`src/rtl/pipe_adder_pkg.sv`:
```
// Shared types and defaults for the pipelined adder.
// Latency: n/a (types only).
// Backpressure: n/a.
package pipe_adder_pkg;

    localparam int DEF_WIDTH  = 32;
    localparam int DEF_STAGES = 4;

    // Status flags carried alongside a result when the flag option is built in.
    typedef struct packed {
        logic ovf;   // signed overflow of the effective operands
        logic zero;  // sum == 0
        logic neg;   // sum msb
    } flags_t;

    // One complete result beat at the default width.
    typedef struct packed {
        logic [DEF_WIDTH-1:0] sum;
        logic                 cout;
        flags_t               flags;
    } result_t;

    // The operand must split evenly into one chunk per stage.
    function automatic logic chunk_ok(int width, int stages);
        return (stages > 0) && (width > 0) && ((width % stages) == 0);
    endfunction

endpackage

```
`src/rtl/pipe_adder_if.sv`:
```
// Operand/result bus of the pipelined adder (valid/ready on both sides).
// Latency: n/a (wiring only).
// Backpressure: out_ready from the consumer, in_ready back to the producer.
// Flag outputs exist only when PIPE_ADDER_FLAGS_EN is defined.
interface pipe_adder_if
    import pipe_adder_pkg::*;
#(
    parameter int WIDTH = DEF_WIDTH
);
    logic             in_valid;
    logic             in_ready;
    logic [WIDTH-1:0] a;
    logic [WIDTH-1:0] b;
    logic             cin;
    logic             sub;
    logic             out_valid;
    logic             out_ready;
    logic [WIDTH-1:0] sum;
    logic             cout;
`ifdef PIPE_ADDER_FLAGS_EN
    logic             ovf;
    logic             zero;
    logic             neg;

    modport master (
        output in_valid, a, b, cin, sub, out_ready,
        input  in_ready, out_valid, sum, cout, ovf, zero, neg
    );
    modport slave (
        input  in_valid, a, b, cin, sub, out_ready,
        output in_ready, out_valid, sum, cout, ovf, zero, neg
    );
`else
    modport master (
        output in_valid, a, b, cin, sub, out_ready,
        input  in_ready, out_valid, sum, cout
    );
    modport slave (
        input  in_valid, a, b, cin, sub, out_ready,
        output in_ready, out_valid, sum, cout
    );
`endif
endinterface

```
`src/rtl/pipe_adder_add_chunk.sv`:
```
// C-bit combinational ripple-carry adder used as one pipeline stage slice.
// Latency: 0 cycles (purely combinational).
// Backpressure: none; the enclosing stage register decides when to capture.
module add_chunk
    import pipe_adder_pkg::*;
#(
    parameter int C = DEF_WIDTH / DEF_STAGES
) (
    input  logic [C-1:0] a,
    input  logic [C-1:0] b,
    input  logic         ci,
    output logic [C-1:0] s,
    output logic         co
);

    // Bit-serial ripple: each bit's carry feeds the next.
    always_comb begin : ripple
        logic c;
        c = ci;
        s = '0;
        for (int i = 0; i < C; i++) begin
            s[i] = a[i] ^ b[i] ^ c;
            c    = (a[i] & b[i]) | (c & (a[i] ^ b[i]));
        end
        co = c;
    end

endmodule

```
`src/rtl/pipe_adder.sv`:
```
// Pipelined adder/subtractor: one WIDTH/STAGES-bit chunk added per stage, skewed operands.
// Latency: STAGES cycles from input handshake to out_valid; one beat per cycle sustained.
// Backpressure: whole pipe stalls when the output beat is not taken; in_ready = !out_valid || out_ready.
// Optional flag outputs (ovf/zero/neg) built when PIPE_ADDER_FLAGS_EN is defined.
module pipe_adder
    import pipe_adder_pkg::*;
#(
    parameter int WIDTH  = DEF_WIDTH,
    parameter int STAGES = DEF_STAGES
) (
    input  logic        clk,
    input  logic        rst,
    pipe_adder_if.slave bus
);

    localparam int C = WIDTH / STAGES;

    if (!chunk_ok(WIDTH, STAGES)) begin : g_bad_cfg
        $error("pipe_adder: WIDTH must be a multiple of STAGES");
    end

    // Stage registers: index k holds the beat after chunk k has been added.
    // opa/opb carry the (already inverted for subtract) operands forward so
    // later chunks see them; acc holds the lower sum chunks completed so far.
    logic [STAGES-1:0] vld_q, vld_d;
    logic [STAGES-1:0] cy_q,  cy_d;
    logic [WIDTH-1:0]  opa_q [STAGES];
    logic [WIDTH-1:0]  opa_d [STAGES];
    logic [WIDTH-1:0]  opb_q [STAGES];
    logic [WIDTH-1:0]  opb_d [STAGES];
    logic [WIDTH-1:0]  acc_q [STAGES];
    logic [WIDTH-1:0]  acc_d [STAGES];

    // What each stage sees on its input side.
    logic [STAGES-1:0] st_vld;
    logic [STAGES-1:0] st_cy;
    logic [WIDTH-1:0]  st_opa [STAGES];
    logic [WIDTH-1:0]  st_opb [STAGES];
    logic [WIDTH-1:0]  st_acc [STAGES];

    logic [C-1:0]      ch_sum [STAGES];
    logic [STAGES-1:0] ch_cy;

    logic advance;

    assign advance      = !vld_q[STAGES-1] || bus.out_ready;
    assign bus.in_ready = advance;

    for (genvar k = 0; k < STAGES; k++) begin : g_stage
        if (k == 0) begin : g_head
            assign st_vld[k] = bus.in_valid;
            assign st_cy[k]  = bus.cin;
            assign st_opa[k] = bus.a;
            assign st_opb[k] = bus.sub ? ~bus.b : bus.b;
            assign st_acc[k] = '0;
        end else begin : g_body
            assign st_vld[k] = vld_q[k-1];
            assign st_cy[k]  = cy_q[k-1];
            assign st_opa[k] = opa_q[k-1];
            assign st_opb[k] = opb_q[k-1];
            assign st_acc[k] = acc_q[k-1];
        end

        add_chunk #(.C(C)) u_chunk (
            .a  (st_opa[k][k*C +: C]),
            .b  (st_opb[k][k*C +: C]),
            .ci (st_cy[k]),
            .s  (ch_sum[k]),
            .co (ch_cy[k])
        );
    end

    // Next-state: every stage shifts forward on advance, otherwise all hold.
    always_comb begin
        vld_d = vld_q;
        cy_d  = cy_q;
        opa_d = opa_q;
        opb_d = opb_q;
        acc_d = acc_q;
        if (advance) begin
            for (int k = 0; k < STAGES; k++) begin
                vld_d[k]            = st_vld[k];
                cy_d[k]             = ch_cy[k];
                opa_d[k]            = st_opa[k];
                opb_d[k]            = st_opb[k];
                acc_d[k]            = st_acc[k];
                acc_d[k][k*C +: C]  = ch_sum[k];
            end
        end
    end

    // Stage registers with synchronous reset; reset empties every stage.
    always_ff @(posedge clk) begin
        if (rst) begin
            vld_q <= '0;
            cy_q  <= '0;
            for (int k = 0; k < STAGES; k++) begin
                opa_q[k] <= '0;
                opb_q[k] <= '0;
                acc_q[k] <= '0;
            end
        end else begin
            vld_q <= vld_d;
            cy_q  <= cy_d;
            opa_q <= opa_d;
            opb_q <= opb_d;
            acc_q <= acc_d;
        end
    end

    assign bus.out_valid = vld_q[STAGES-1];
    assign bus.sum       = acc_q[STAGES-1];
    assign bus.cout      = cy_q[STAGES-1];

`ifdef PIPE_ADDER_FLAGS_EN
    flags_t flg_q, flg_d;

    // Flags are derived from the full sum as it enters the last register,
    // so they leave in the same cycle as the sum they describe.
    always_comb begin
        logic [WIDTH-1:0] res;
        logic             sa;
        logic             sb;
        flg_d = flg_q;
        res   = acc_d[STAGES-1];
        sa    = st_opa[STAGES-1][WIDTH-1];
        sb    = st_opb[STAGES-1][WIDTH-1];
        if (advance) begin
            flg_d.zero = (res == '0);
            flg_d.neg  = res[WIDTH-1];
            flg_d.ovf  = (sa == sb) && (res[WIDTH-1] != sa);
        end
    end

    // Flag register, cleared with the rest of the pipe.
    always_ff @(posedge clk) begin
        if (rst) begin
            flg_q <= '0;
        end else begin
            flg_q <= flg_d;
        end
    end

    assign bus.ovf  = flg_q.ovf;
    assign bus.zero = flg_q.zero;
    assign bus.neg  = flg_q.neg;
`endif

endmodule

```
`src/flat_wrapper.sv`:
```
// flat-port wrapper written by rule: the top's interface ports become plain ports
module pipe_adder_flat import pipe_adder_pkg::*;
#(
    parameter int WIDTH  = DEF_WIDTH,
    parameter int STAGES = DEF_STAGES
)
  (clk, rst, bus_in_valid, bus_a, bus_b, bus_cin, bus_sub, bus_out_ready, bus_in_ready, bus_out_valid, bus_sum, bus_cout);
  pipe_adder_if #(.WIDTH(WIDTH)) bus_i ();
  input  logic clk;
  input  logic rst;
  input wire logic [$bits(bus_i.in_valid)-1:0] bus_in_valid;
  input wire logic [$bits(bus_i.a)-1:0] bus_a;
  input wire logic [$bits(bus_i.b)-1:0] bus_b;
  input wire logic [$bits(bus_i.cin)-1:0] bus_cin;
  input wire logic [$bits(bus_i.sub)-1:0] bus_sub;
  input wire logic [$bits(bus_i.out_ready)-1:0] bus_out_ready;
  output wire logic [$bits(bus_i.in_ready)-1:0] bus_in_ready;
  output wire logic [$bits(bus_i.out_valid)-1:0] bus_out_valid;
  output wire logic [$bits(bus_i.sum)-1:0] bus_sum;
  output wire logic [$bits(bus_i.cout)-1:0] bus_cout;
  assign bus_i.in_valid = bus_in_valid;
  assign bus_i.a = bus_a;
  assign bus_i.b = bus_b;
  assign bus_i.cin = bus_cin;
  assign bus_i.sub = bus_sub;
  assign bus_i.out_ready = bus_out_ready;
  assign bus_in_ready = bus_i.in_ready;
  assign bus_out_valid = bus_i.out_valid;
  assign bus_sum = bus_i.sum;
  assign bus_cout = bus_i.cout;
  pipe_adder #(.WIDTH(WIDTH), .STAGES(STAGES)) u_core (.clk(clk), .rst(rst), .bus(bus_i));
endmodule
```
`config.mk`:
```
export PLATFORM = sky130hd
export DESIGN_NAME = pipe_adder_flat
export DESIGN_NICKNAME = d
export VERILOG_FILES = /design/src/rtl/pipe_adder_pkg.sv /design/src/rtl/pipe_adder_if.sv /design/src/rtl/pipe_adder_add_chunk.sv /design/src/rtl/pipe_adder.sv /design/src/flat_wrapper.sv
export SDC_FILE = /design/constraint.sdc
export NUM_CORES = 1
export LEC_CHECK = 0
export BUFFER_PORTS_ARGS = -buffer_cell sky130_fd_sc_hd__clkbuf_2
export CAP_MARGIN = 20
export CORE_MARGIN = 3
export CORE_UTILIZATION = 27
export CTS_CLUSTER_SIZE = 8
export DETAILED_ROUTE_END_ITERATION = 10
export SLEW_MARGIN = 40
export SYNTH_ARGS = -nofsm -noshare
export SYNTH_HDL_FRONTEND = slang
export SYNTH_SLANG_ARGS = --single-unit
```
`constraint.sdc`:
```
create_clock -name clk -period 10.2 [get_ports clk]
set_clock_uncertainty 0.05 [all_clocks]
set_input_delay 1.02 -clock clk [delete_from_list [all_inputs] [get_ports clk]]
set_output_delay 1.02 -clock clk [all_outputs]
set_load 0.005 [all_outputs]
```
==> results of run 1 <==
[registers in the layout, summed over array words and instances (netlist names)]
signal and count:
u_core.opa_q 48, u_core.vld_q 4, u_core.opb_q 48, u_core.bus.sum 32, u_core.cy_q 4, u_core.acc_q 48
[metal layers]
layer | up-vias | routed length (um) | global-route usage
li1 | 2880 | - | -
met1 | 2478 | 9120 | 0.170
met2 | 81 | 6770 | 0.150
met3 | 13 | 620 | 0.0260
met4 | 0 | 193 | 0.0314
met5 | - | 0 | 0
[per-stage QoR]
stage | setup WS [ns] | hold slack [ns] | std cells
4_1_cts | 5.46 | 0.403 | 1314
2_1_floorplan | 5.52 | 0.382 | 890
5_1_grt | 5.29 | 0.415 | 1315
6_report | 5.47 | 0.399 | 1315
3_3_place_gp | 5.08 | 0.389 | 1281
3_5_place_dp | 5.01 | 0.393 | 1282
[cells in the mapped netlist, drive strengths merged]
| cell | count |
|---|---|
| nor2b | 1 |
| xnor2 | 28 |
| dfxtp | 184 |
| a21oi | 144 |
| nand2 | 288 |
| buf | 82 |
| inv | 32 |
| nor2 | 41 |
| clkbuf | 15 |
| a211oi | 39 |
| xor2 | 4 |
| fa | 32 |
[placed cells by master, fill, tap and decap left out, types with 2 or more instances in the layout]
cell type   instances
nand2_1           288
dfxtp_1           184
a21oi_1           144
clkbuf_2          103
nor2_1             41
a211oi_2           37
fa_1               32
inv_1              31
xnor2_1            28
clkbuf_16          17
inv_8               6
clkinv_4            5
xor2_1              4
buf_4               4
a211oi_1            2
clkinvlp_4          2
buf_6               2
[worst register-to-register path, delay by kind of cell, from the launching register on]
family	cells	cell delay [ns]
AOI/OAI and AO/OA	1	0.17
adders and majority gates	8	3.31
DFF	1	0.33
buffers and inverters	3	0.23
[worst max-delay path by stage]
| stage | to | slack [ns] | cells after the start |
|---|---|---|---|
| after CTS | u_core.acc_q[103] | 5.46 | 16 |
| final | u_core.acc_q[103] | 5.47 | 16 |
| after detailed placement | u_core.acc_q[103] | 5.01 | 16 |
| after global placement | u_core.acc_q[103] | 5.08 | 16 |
| after global routing | u_core.acc_q[103] | 5.29 | 16 |
| after floorplan | u_core.acc_q[103] | 5.52 | 16 |
[area by class of cell]
| type | instances | area share |
|---|---|---|
| Inverter | 32 | 0.0141 |
| Sequential cell | 184 | 0.415 |
| Multi-Input combinational cell | 577 | 0.380 |
| Timing Repair Buffer | 112 | 0.0711 |
| Clock inverter | 15 | 0.0182 |
| Clock buffer | 17 | 0.0480 |
| Tap cell | 378 | 0.0533 |
[cell families after synthesis]
kind of cell             after synthesis
AND/OR/NAND/NOR                      330
flip-flops                           184
AO/OA/AOI/OAI                        183
buffers and inverters                129
XOR/XNOR                              32
adder cells (fa/ha/maj)               32
[power groups by stage]
stage	sequential (mW)	combinational, mW	clock, mW
CTS	0.793	0.150	0.681
floorplan	0.802	0.112	0
global placement	0.808	0.146	0
finish	0.793	0.147	0.657
detailed placement	0.810	0.149	0
global route	0.799	0.170	0.707
==> metrics.cfg, run 1 <==
[timing]
slew-limit-headroom=0.486
period_minus_slack_ns=4.73
rsz0062_at_grt=false
setup_violations=0
post-route-period-util=0.463
tns_ns=0
tightest_slew_ns=0.771
slew_viol_final=0
max_freq_mhz=212
finalHoldViolations=0

[synth]
netlist_area_um2=7860
synth_cell_types=18
yosys.area_share.simple=0.159
syn_area_per_cell_um2=8.83
synth_compound_area_frac=0.153
synth_xor_area_frac=0.0357
synth_cells=890
ys_seq_elements=184
syn_nets=992
yosysSeqAreaShare=0.469
synthAdderAreaFrac=0.0815
ys_warn_count=0
synth_top_family_by_area=simple AND/OR/NAND/NOR gates
synth_top_area_frac=0.469
yosys.area.top_type=dfxtp_1
netlist_top_cells_area=dfxtp_1 47%, nand2_1 14%, a21oi_1 9.2%
synth.area.mux_share=0

[cells_and_area]
seq_area_um2=3680
drive_gt1_frac=0.195
syn2layout_area_growth_pct=12.9
n_antenna_cell=0
multiInputGateArea_um2=3370
final_nets=1026
fin_util=0.314
fillers=3046
final_area_um2=8870

[drt]
drt_iter0_markers=379
drt-total-wl_um=16700
drtPass1Iterations=4
wire_per_inst_um=12.7
drc=0
antenna_left=0
vias=5452
viasPerCell=4.15

[clock_tree]
cts.sinks=184
post-cts-setup-buffer-count=0
ctsRootBufferMaster=clkbuf_16
cts_buffers=17
clk_pin_slew_ns=0.07
clk_latency_ns=0.43
ctsHoldBuffers=0
h-tree-depth=4
cts_tree=yes
clk_path_buf_depth=2
cts_resized=0

[global_routing]
grt_pass1_wl_um=27400
grt_max_degree=109
grt_overflow=0
grt_pass1_vias=5226
gr-usage-all-layers=0.110
antenna_found_initial=0

[critical_path]
reg2regPathDepth=12
reg2reg_slack_ns=6.04
worstPathArrival_ns=4.98
path_max_fanout=32
cpLargestDelayFamily=adder cells
r2r-end=u_core.acc_q[79]
cpMostUsedCell=fa_1
cp-end-kind=flop
slowest_stage=buf_4
r2r-start=u_core.opa_q[104]
worstPathRequired_ns=10.45
worst_setup_path_start_kind=primary input
crit_chain=clkbuf_2, buf_4, xnor2_1, fa_1, inv_1, fa_1, inv_1, fa_1, fa_1, fa_1, fa_1, fa_1, inv_1, fa_1, nand2_1, a21oi_1
slowest_delay_ns=0.44
worst-path-buf-inv=5
worstSetupStartpoint=bus_sub
crit_type=in -> reg

[floorplanning]
dieArea_um2=31200
start_util=0.278
core.rowCount=61
num_io_pins=105
die_h_um=177
die_x_um=177
core-area_um2=28200

[placement]
io_buffers=104
hpwl_um=10700
place_area_um2=8250
gp_congestion=0.735

[power_and_ir_drop]
leakage_nw=3.53
power.internal_mw=1.18
pwr-share-seq=0.497
vdd_drop_max_mv=0.0849
total_power_mw=1.60
powerDensity_nw_per_um2=180
p_comb_frac=0.092
p_clk_frac=0.411
p_sw_frac=0.260
power_switching_uw=416

[min_path]
holdPathEnd=u_core.bus.sum[7]
hold_depth=2
holdCritPathClass=reg -> reg
hp-start=u_core.bus.sum[7]

[flow_run]
drv_cap=0

[run_status]
status=finished clean

No activity file was read; power rests on OpenSTA's default activity.
==> run 2: changes to the inputs <==
- clock period: 10.2 -> 4.47 ns (I/O delays scaled with it)
==> run 2 against run 1 <==
  * Die area unchanged
  * Sequential cell count unchanged
  * Via count down 0.17%
  * Global-route usage about the same
  * Setup slack worse by 5.1 ns
  * First-iteration DRC count down 24%
  * Register-to-register slack worse by 5.7 ns
  * Total power up 130%
  * Combinational power up 130%
  * Largest power group unchanged
  * Cell count unchanged
  * Non-clock buffer count unchanged
==> metrics.cfg, run 2 (synthesis gave the netlist of run 1 again) <==
[drt]
drtPass1Iterations=4  ; unchanged
vias=5443  ; -0.17%
drc=0  ; unchanged
drt_iter0_markers=289  ; -24%
viasPerCell=4.14  ; -0.17%
antenna_left=0  ; unchanged
drt-total-wl_um=16700  ; +0.23%
wire_per_inst_um=12.7  ; +0.23%

[timing]
finalHoldViolations=0  ; unchanged
period_minus_slack_ns=4.15
max_freq_mhz=241
slew-limit-headroom=0.448  ; -0.0377
post-route-period-util=0.927
tightest_slew_ns=0.828  ; +0.0566 ns
slew_viol_final=0  ; unchanged
rsz0062_at_grt=false
setup_violations=0  ; unchanged
tns_ns=0  ; unchanged

[clock_tree]
cts_resized=0  ; unchanged
clk_pin_slew_ns=0.07  ; about the same
h-tree-depth=4  ; unchanged
cts.sinks=184  ; unchanged
ctsRootBufferMaster=clkbuf_16
ctsHoldBuffers=0  ; unchanged
clk_latency_ns=0.42  ; about the same
clk_path_buf_depth=2  ; unchanged
cts_buffers=17  ; unchanged
post-cts-setup-buffer-count=0  ; unchanged
cts_tree=yes

[flow_run]
drv_cap=0  ; unchanged

[critical_path]
worst_setup_path_start_kind=flop
crit_type=reg -> reg
path_max_fanout=2  ; -94%
worstPathRequired_ns=4.76  ; -5.69 ns
worstPathArrival_ns=4.43  ; -0.55 ns
cp-end-kind=flop

[placement]
io_buffers=104  ; unchanged
hpwl_um=11100  ; +3.9%
gp_congestion=0.760  ; +3.4%

[cells_and_area]
layout_common_cells=288 x nand2_1, 184 x dfxtp_1, 144 x a21oi_1
fillers=3014  ; -1.1%
syn2layout_area_growth_pct=12.8  ; about the same
layout_commonest_cell=nand2_1
n_antenna_cell=0  ; unchanged
reg_top3=u_core.acc_q x48, u_core.opa_q x48, u_core.opb_q x48
multiInputGateArea_um2=3370  ; unchanged
seq_area_um2=3680  ; unchanged
drive_gt1_frac=0.195  ; unchanged
final_nets=1026  ; unchanged
fin_util=0.314  ; about the same

[floorplanning]
core.rowCount=61  ; unchanged
die_h_um=177  ; unchanged
num_io_pins=105  ; unchanged
dieArea_um2=31200  ; unchanged
die_x_um=177  ; unchanged
core-area_um2=28200  ; unchanged
start_util=0.278  ; unchanged

[run_status]
status=finished clean

[global_routing]
grt_pass1_vias=5291  ; +1.2%
antenna_found_initial=0  ; unchanged
grt_pass1_wl_um=27500  ; +0.15%
grt_max_degree=118  ; +8.3%
gr-usage-all-layers=0.110  ; -0.000253
grt_overflow=0  ; unchanged

[min_path]
holdCritPathClass=in -> reg

[power_and_ir_drop]
leakage_nw=3.53  ; -0.10%
powerDensity_nw_per_um2=414  ; +130%
vdd_drop_max_mv=0.244  ; +190%

-- run 2: cell count changes in the layout (fill, tap and decap cells not counted) --
cell        before  now
clkinv_2         1    2
inv_6            1    2
buf_4            4    6
buf_16           1    0
clkbuf_8         0    1
inv_8            6    5
clkinvlp_4       2    4
clkinv_4         5    0
bufinv_16        1    2
buf_6            2    1
-- run 2: worst paths after layout --
kind | to | slack (ns) | start | cells past startpoint
worst max-delay path | u_core.bus.sum[31] | 0.32 | u_core.opa_q[56] | 12
worst min-delay path | u_core.vld_q[0] | 0.20 | bus_in_valid | 3
worst max register to register | u_core.bus.sum[31] | 0.32 | u_core.opa_q[56] | 12
worst min register to register | u_core.bus.sum[16] | 0.40 | u_core.bus.sum[16] | 2
-- run 2: metrics by stage --
stage               setup WS, ns  std cells  hold WS (ns)  total power, mW  instance area, um^2
global route               0.129       1315         0.195             3.84                 8860
global placement           0.389       1283         0.388             2.18                 8250
finish                     0.325       1315         0.196             3.67                 8860
CTS                        0.290       1315         0.176             3.72                 8860
floorplan                  0.365        890         0.382             2.09                 7860
detailed placement         0.338       1283         0.394             2.18                 8260
-- run 2: area by class of cell --
class,count,area share
Sequential cell,184,0.416
Clock inverter,14,0.0184
Clock buffer,18,0.0496
Tap cell,378,0.0534
Timing Repair Buffer,112,0.0685
Inverter,32,0.0144
Multi-Input combinational cell,577,0.380
-- run 2: power by group --
| group | internal, mW | switching (mW) |
|---|---|---|
| registers | 1.75 | 0.0608 |
| logic | 0.152 | 0.180 |
| clock network | 0.856 | 0.672 |
| total | 2.76 | 0.913 |
-- run 2: routing by layer --
| layer | GRT usage | share of wire |
|---|---|---|
| met1 | 0.162 | 0.54 |
| met2 | 0.152 | 0.40 |
| met3 | 0.0325 | 0.045 |
| met4 | 0.0334 | 0.013 |
| met5 | 0 | 0 |
-- run 2: worst max-delay path, stage by stage (launching register included) --
cell      delay (ns)
dfxtp_1         0.33
fa_1            0.41
inv_1           0.08
fa_1            0.16
inv_1           0.05
fa_1            0.44
fa_1            0.46
fa_1            0.48
fa_1            0.46
fa_1            0.44
inv_1           0.09
fa_1            0.41
a211oi_2        0.19
